$ cat config.mk
export PLATFORM = sky130hd
export DESIGN_NAME = prime_ram_arbiter_flat
export DESIGN_NICKNAME = d
export VERILOG_FILES = /design/src/rtl/prime_ram_arbiter_pkg.sv /design/src/rtl/prime_ram_arbiter_if.sv /design/src/rtl/prime_ram_arbiter.sv /design/src/flat_wrapper.sv
export SDC_FILE = /design/constraint.sdc
export NUM_CORES = 1
export LEC_CHECK = 0
export BUFFER_PORTS_ARGS = -buffer_cell sky130_fd_sc_hd__buf_2
export CORE_ASPECT_RATIO = 0.5
export CORE_UTILIZATION = 41
export DETAILED_ROUTE_END_ITERATION = 8
export GPL_TIMING_DRIVEN = 0
export PLACE_DENSITY = 0.82
export SYNTH_ARGS = -nofsm -noshare
export SYNTH_HDL_FRONTEND = slang
export SYNTH_SLANG_ARGS = --single-unit
$ cat constraint.sdc
create_clock -name Clk -period 2.09 [get_ports Clk]
set_clock_uncertainty 0.2 [all_clocks]
set_input_delay 0.418 -clock Clk [delete_from_list [all_inputs] [get_ports Clk]]
set_output_delay 0.418 -clock Clk [all_outputs]
set_load 0.01 [all_outputs]
$ cat src/rtl/prime_ram_arbiter_pkg.sv
// Shared widths and arbiter state encoding for the prime RAM arbiter.
package prime_ram_arbiter_pkg;

  localparam int DEF_DATA_WIDTH    = 16;
  localparam int DEF_ADDRESS_WIDTH = 10;
  localparam int BURST_CNT_W       = 4;

  typedef enum logic {
    GEN_PRI = 1'b0,
    PRT_PRI = 1'b1
  } arb_state_t;

endpackage

$ cat src/rtl/prime_ram_arbiter_if.sv
// Generator, print and RAM-side signals of the arbiter; slave = arbiter, master = requesters/RAM.
interface prime_ram_arbiter_if
  import prime_ram_arbiter_pkg::*;
#(
  parameter int DATA_WIDTH    = DEF_DATA_WIDTH,
  parameter int ADDRESS_WIDTH = DEF_ADDRESS_WIDTH
) ();

  logic                     gen_req;
  logic                     gen_we;
  logic [ADDRESS_WIDTH-1:0] gen_addr;
  logic [DATA_WIDTH-1:0]    gen_wdata;
  logic                     gen_gnt;
  logic [DATA_WIDTH-1:0]    gen_rdata;
  logic                     gen_rvalid;

  logic                     prt_req;
  logic [ADDRESS_WIDTH-1:0] prt_addr;
  logic                     prt_gnt;
  logic [DATA_WIDTH-1:0]    prt_rdata;
  logic                     prt_rvalid;

  logic                     ram_we;
  logic [ADDRESS_WIDTH-1:0] ram_addr;
  logic [DATA_WIDTH-1:0]    ram_wdata;
  logic [DATA_WIDTH-1:0]    ram_rdata;

  modport slave (
    input  gen_req, gen_we, gen_addr, gen_wdata, prt_req, prt_addr, ram_rdata,
    output gen_gnt, gen_rdata, gen_rvalid, prt_gnt, prt_rdata, prt_rvalid,
    output ram_we, ram_addr, ram_wdata
  );

  modport master (
    output gen_req, gen_we, gen_addr, gen_wdata, prt_req, prt_addr, ram_rdata,
    input  gen_gnt, gen_rdata, gen_rvalid, prt_gnt, prt_rdata, prt_rvalid,
    input  ram_we, ram_addr, ram_wdata
  );

endinterface

$ cat src/rtl/prime_ram_arbiter.sv
// Two-port arbiter onto a single-port RAM: grants are combinational, read data is registered (latency 1).
// Requesters hold their request until granted; generator wins ties except after a MAX_GEN_BURST starvation run.
module prime_ram_arbiter
  import prime_ram_arbiter_pkg::*;
#(
  parameter int DATA_WIDTH    = DEF_DATA_WIDTH,
  parameter int ADDRESS_WIDTH = DEF_ADDRESS_WIDTH,
  parameter int MAX_GEN_BURST = 4
) (
  input logic          Clk,
  input logic          Rst,
  prime_ram_arbiter_if.slave bus
);

  localparam logic [BURST_CNT_W-1:0] MAX_CNT = BURST_CNT_W'(MAX_GEN_BURST);

  arb_state_t               state_q, state_d;
  logic [BURST_CNT_W-1:0]   burst_cnt_q, burst_cnt_d;
  logic                     gen_gnt, prt_gnt;
  logic [ADDRESS_WIDTH-1:0] addr_mux;
  logic [DATA_WIDTH-1:0]    gen_rdata_q, prt_rdata_q;
  logic                     gen_rvalid_q, prt_rvalid_q;

  always_comb begin
    gen_gnt     = 1'b0;
    prt_gnt     = 1'b0;
    state_d     = state_q;
    burst_cnt_d = burst_cnt_q;
    if (!Rst) begin
      if (state_q == GEN_PRI) begin
        if (bus.gen_req)      gen_gnt = 1'b1;
        else if (bus.prt_req) prt_gnt = 1'b1;

        // Only generator grants that leave print waiting count toward starvation.
        if (!bus.prt_req || prt_gnt) begin
          burst_cnt_d = '0;
        end else if (gen_gnt) begin
          burst_cnt_d = burst_cnt_q + 1'b1;
          if (burst_cnt_d == MAX_CNT) state_d = PRT_PRI;
        end
      end else begin
        if (bus.prt_req)      prt_gnt = 1'b1;
        else if (bus.gen_req) gen_gnt = 1'b1;
        state_d     = GEN_PRI;
        burst_cnt_d = '0;
      end
    end
  end

  always_comb begin
    addr_mux = '0;
    if (gen_gnt)      addr_mux = bus.gen_addr;
    else if (prt_gnt) addr_mux = bus.prt_addr;
  end

  always_ff @(posedge Clk) begin
    if (Rst) begin
      state_q      <= GEN_PRI;
      burst_cnt_q  <= '0;
      gen_rvalid_q <= 1'b0;
      prt_rvalid_q <= 1'b0;
      gen_rdata_q  <= '0;
      prt_rdata_q  <= '0;
    end else begin
      state_q      <= state_d;
      burst_cnt_q  <= burst_cnt_d;
      gen_rvalid_q <= gen_gnt && !bus.gen_we;
      prt_rvalid_q <= prt_gnt;
      if (gen_gnt && !bus.gen_we) gen_rdata_q <= bus.ram_rdata;
      if (prt_gnt)                prt_rdata_q <= bus.ram_rdata;
    end
  end

  assign bus.gen_gnt    = gen_gnt;
  assign bus.prt_gnt    = prt_gnt;
  assign bus.ram_addr   = addr_mux;
  assign bus.ram_we     = gen_gnt && bus.gen_we;
  assign bus.ram_wdata  = bus.gen_wdata;
  assign bus.gen_rdata  = gen_rdata_q;
  assign bus.gen_rvalid = gen_rvalid_q;
  assign bus.prt_rdata  = prt_rdata_q;
  assign bus.prt_rvalid = prt_rvalid_q;

  gnt_exclusive: assert property (@(posedge Clk) !(gen_gnt && prt_gnt));
  we_needs_gen:  assert property (@(posedge Clk) bus.ram_we |-> gen_gnt);

endmodule

$ cat src/flat_wrapper.sv
// flat-port wrapper written by rule: the top's interface ports become plain ports
module prime_ram_arbiter_flat import prime_ram_arbiter_pkg::*;
#(
  parameter int DATA_WIDTH    = DEF_DATA_WIDTH,
  parameter int ADDRESS_WIDTH = DEF_ADDRESS_WIDTH,
  parameter int MAX_GEN_BURST = 4
)
  (Clk, Rst, bus_gen_req, bus_gen_we, bus_gen_addr, bus_gen_wdata, bus_prt_req, bus_prt_addr, bus_ram_rdata, bus_gen_gnt, bus_gen_rdata, bus_gen_rvalid, bus_prt_gnt, bus_prt_rdata, bus_prt_rvalid, bus_ram_we, bus_ram_addr, bus_ram_wdata);
  prime_ram_arbiter_if #(.DATA_WIDTH(DATA_WIDTH), .ADDRESS_WIDTH(ADDRESS_WIDTH)) bus_i ();
  input logic Clk;
  input logic Rst;
  input wire logic [$bits(bus_i.gen_req)-1:0] bus_gen_req;
  input wire logic [$bits(bus_i.gen_we)-1:0] bus_gen_we;
  input wire logic [$bits(bus_i.gen_addr)-1:0] bus_gen_addr;
  input wire logic [$bits(bus_i.gen_wdata)-1:0] bus_gen_wdata;
  input wire logic [$bits(bus_i.prt_req)-1:0] bus_prt_req;
  input wire logic [$bits(bus_i.prt_addr)-1:0] bus_prt_addr;
  input wire logic [$bits(bus_i.ram_rdata)-1:0] bus_ram_rdata;
  output wire logic [$bits(bus_i.gen_gnt)-1:0] bus_gen_gnt;
  output wire logic [$bits(bus_i.gen_rdata)-1:0] bus_gen_rdata;
  output wire logic [$bits(bus_i.gen_rvalid)-1:0] bus_gen_rvalid;
  output wire logic [$bits(bus_i.prt_gnt)-1:0] bus_prt_gnt;
  output wire logic [$bits(bus_i.prt_rdata)-1:0] bus_prt_rdata;
  output wire logic [$bits(bus_i.prt_rvalid)-1:0] bus_prt_rvalid;
  output wire logic [$bits(bus_i.ram_we)-1:0] bus_ram_we;
  output wire logic [$bits(bus_i.ram_addr)-1:0] bus_ram_addr;
  output wire logic [$bits(bus_i.ram_wdata)-1:0] bus_ram_wdata;
  assign bus_i.gen_req = bus_gen_req;
  assign bus_i.gen_we = bus_gen_we;
  assign bus_i.gen_addr = bus_gen_addr;
  assign bus_i.gen_wdata = bus_gen_wdata;
  assign bus_i.prt_req = bus_prt_req;
  assign bus_i.prt_addr = bus_prt_addr;
  assign bus_i.ram_rdata = bus_ram_rdata;
  assign bus_gen_gnt = bus_i.gen_gnt;
  assign bus_gen_rdata = bus_i.gen_rdata;
  assign bus_gen_rvalid = bus_i.gen_rvalid;
  assign bus_prt_gnt = bus_i.prt_gnt;
  assign bus_prt_rdata = bus_i.prt_rdata;
  assign bus_prt_rvalid = bus_i.prt_rvalid;
  assign bus_ram_we = bus_i.ram_we;
  assign bus_ram_addr = bus_i.ram_addr;
  assign bus_ram_wdata = bus_i.ram_wdata;
  prime_ram_arbiter #(.DATA_WIDTH(DATA_WIDTH), .ADDRESS_WIDTH(ADDRESS_WIDTH), .MAX_GEN_BURST(MAX_GEN_BURST)) u_core (.Clk(Clk), .Rst(Rst), .bus(bus_i));
endmodule
==> run summary <==
Setup repair after global routing could not meet its margin everywhere. CTS clock-pin slew for the worst setup and hold paths: 80 ps. The clock share of power is 31.0%, and the ratio of routed vias to standard cells is 4.617. Setup TNS after final layout: -4.103 ps. The tools report the number of antenna violations at the first check in global routing as 0. After detailed routing, the number of remaining DRC violations is 0. For this run, the share of the core covered by cells in the final layout is 62.75%. After detailed placement, the total cell area comes to 0.002326 mm². For the top-level port count, the log shows 120. The number of nets handed over by synthesis was 218. The number of buffers between clock root and the deepest sink is 2. Entering global routing, the biggest net connects 13 pins. After the first detailed-routing iteration, the DRC count stood at 35. The logs give 0.003984 mm² for the area of the core region and 23 for the number of different library cells in the post-synthesis netlist. Vertical die dimension: 48.17 µm. The proportion of power drawn by combinational gates was 18.6%. The final reports fail on setup timing.

Registers are responsible for 50.4% of the overall power. The CTS H-tree depth was 2; the static power due to leakage was 1.314 nW. For this configuration, the core starts out at a cell density of 43.88%. The tools report the post-layout instance count excluding filler cells as 329. Worst hold-check path type: input pin to register. Internal power comes to 1.173 mW. The floorplan has 16 rows. TritonCTS built the clock tree. The number of hold buffers added after CTS was 0. For this block, the via count after detailed routing is 1519. The worst-case IR drop observed on VDD is 0.0002971 V. The tools report the category of the worst setup path capture point as an output port. The post-layout worst setup margin is -2.298 ps, and the share of final-layout standard cells stronger than drive strength 1 is 63.27%. Of all nets on the critical path, the largest fanout is 5. The count of flip-flops with a built-in enable after synthesis came out at 0. The die covers 0.004544 mm². Post-DP HPWL: 3402 µm. The count of buffers added on input and output ports is 102. The worst pin sits at a relative slew slack of 57.93%. Setup violations remaining at the end of the flow were counted as 2. The worst hold path begins at bus_ram_rdata[3]. By area the synthesized netlist is led by sky130_fd_sc_hd__dfxtp_1 45%, sky130_fd_sc_hd__mux2_2 21%, sky130_fd_sc_hd__nor2b_1 12%, sky130_fd_sc_hd__buf_4 6.9%, sky130_fd_sc_hd__a22o_1 5.0%. The first global-routing pass estimated 6044 µm of wire. Derived from the worst setup path, the maximum achievable clock frequency is 477.9 MHz. The arrival time of data at the critical path endpoint is 1470 ps, and the global route total overflow is 0. Dividing total power by cell area gives a power density of 630.2 mW/mm². Clock root buffer master: sky130_fd_sc_hd__clkbuf_8. For this run, the leading register cell type out of synthesis is sky130_fd_sc_hd__dfxtp_1. Counting tap cells, the placed design contains a total of 316 instances. The share of the cycle needed by the critical path after routing is 100.1%. The tools report the total inserted antenna cells as 0. The routed design has 4554 µm of wire. The congestion estimate from routability-driven global placement came to 0.7143. The top cell type by area accounts for 44.67% of the synthesized area. The number of clock sinks seen by CTS is 39, and the final antenna-violating net count is 0.

Net switching is 25.58% of the power. The flow ran to the end, but the final reports show violations. Synthesis produced 160 cells. In this run the worst setup path begins at u_core.state_q. The critical setup path kind was register to output port. TritonCTS created 5 clock buffers. After detailed routing, the average wire length per cell comes to 13.84 µm. The via count of the first global-routing pass was 1296; the number of warnings issued by yosys was 0. Sequential cells were found to cover 44.67% of the synthesized design area. Dividing the synthesized area by the synthesized cell count gives 10.92 µm². At the later pin of the worst-skew pair, clock insertion delay measures 280 ps. Counting the fill cells in the layout gives 348. Relative area change from synthesis to final layout: 43.02%. Synthesis inferred 39 register bits.

The cell area that synthesis handed to floorplanning was 0.001748 mm². In the global route stage, overall resource usage came out at 18.22%. Before antenna repair, the detailed router went through 4 iterations. At the worst endpoint, the required time is 1470 ps. The final number of max-transition violations was 0; the worst slack on hold paths was 167.8 ps.

The actual transition at the worst max-transition pin was 626.4 ps. The number of max-cap violations is 0. After routing the design area is 0.002500 mm². The final count of hold timing violations is 0. For the switching power, the log shows 0.4030 mW. The floorplan die width works out to 94.34 µm. Library cell occupying the most area in the post-synthesis netlist: sky130_fd_sc_hd__dfxtp_1. The tools report the launching point of the worst reg2reg path as u_core.state_q.

The layout net count is 332. The async set-reset flop share out of synthesis was 0%; the final critical delay including setup and external delays was 2092 ps. The worst setup path is launched from a register.
## worst paths after layout
| path | cells past startpoint | slack [ps] | end |
|---|---|---|---|
| worst min register to register | 1 | 260 | u_core.burst_cnt_q[0] |
| worst min-delay path | 2 | 170 | u_core.bus.prt_rdata[3] |
| worst max register to register | 6 | 200 | u_core.bus.prt_rdata[6] |
| worst max-delay path | 6 | -2 | bus_ram_addr[2] |
## cell families (layout without fill, tap and decap cells)
logic type,after synthesis,in the layout,synth area share [%]
flip-flops,39,39,44.67
XOR/XNOR,2,2,1.002
multiplexers,33,33,21.19
AO/OA/AOI/OAI,10,10,5.011
adder cells (fa/ha/maj),1,1,0.7157
buffers and inverters,28,143,10.09
AND/OR/NAND/NOR,47,47,17.32
## what timing repair did
action	4_1_cts	5_1_grt
endpoints found under the setup margin	13	10
pin swaps	8	4
cloned	2	0
buffers inserted	3	0
gates resized for setup	16	1
## layout make-up
cell class	count	area (µm²)	share of cell area (%)
clock inverter	2	12.51	0.5005
timing repair buffer	107	558.0	22.32
inverter	4	17.52	0.7007
tap	54	67.56	2.703
sequential	39	782.0	31.28
clock buffer	6	72.57	2.903
multi-input combinational	93	812.0	32.48
buffer	24	177.7	7.107
## metrics by stage
stage	power (mW)	setup slack, ps
2_1_floorplan	0.9628	61.48
3_3_place_gp	1.081	-255.7
3_5_place_dp	1.089	-272.5
4_1_cts	1.591	-18.46
5_1_grt	1.652	-57.14
6_report	1.576	-2.298
## registers in the layout, summed over array words and instances, names as in the netlist
signal,count
u_core.bus.gen_rvalid,1
u_core.bus.prt_rdata,16
u_core.bus.gen_rdata,16
u_core.burst_cnt_q,4
u_core.state_q,1
u_core.bus.prt_rvalid,1
## routing by layer
layer	share of wire [%]	track usage, %	vias up
met3	6.7	4.829	0
li1	-	-	746
met4	0	5.538	0
met5	0	0	-
met2	53	36.52	51
met1	40	19.96	722
## layout by cell type (no fill, tap or decap), drive strengths merged
cell type / count
buf: 127
dfxtp: 39
nor2b: 33
mux2: 32
a22o: 10
clkbuf: 10
nor2: 4
inv: 4
xor2: 2
nand3: 2
and2: 2
or2b: 1
nor3: 1
nor4: 1
nand3b: 1
nand2: 1
mux2i: 1
nor4b: 1
ha: 1
clkinv: 1
clkinvlp: 1
## cells in the mapped netlist (2+ instances only)
master and number:
sky130_fd_sc_hd__xor2_1 2, sky130_fd_sc_hd__clkbuf_1 4, sky130_fd_sc_hd__buf_2 3, sky130_fd_sc_hd__nor2_1 4, sky130_fd_sc_hd__mux2_2 32, sky130_fd_sc_hd__a22o_1 10, sky130_fd_sc_hd__buf_4 16, sky130_fd_sc_hd__and2_1 2
sky130_fd_sc_hd__inv_1 3, sky130_fd_sc_hd__dfxtp_1 39, sky130_fd_sc_hd__nor2b_1 33
## power groups by stage
stage | clock (mW) | combinational [mW] | sequential [mW]
finish | 0.489 | 0.292 | 0.794
global route | 0.537 | 0.317 | 0.798
CTS | 0.501 | 0.296 | 0.794
detailed placement | 0 | 0.278 | 0.811
global placement | 0 | 0.271 | 0.809
floorplan | 0 | 0.133 | 0.829
## critical path, stage by stage (launching register included)
cell and delay (ps):
sky130_fd_sc_hd__dfxtp_2 330, sky130_fd_sc_hd__or2b_1 250, sky130_fd_sc_hd__nand3_4 80, sky130_fd_sc_hd__inv_4 40, sky130_fd_sc_hd__buf_6 120, sky130_fd_sc_hd__a22o_1 220
sky130_fd_sc_hd__buf_2 140
(Power assumes the default switching activity.)
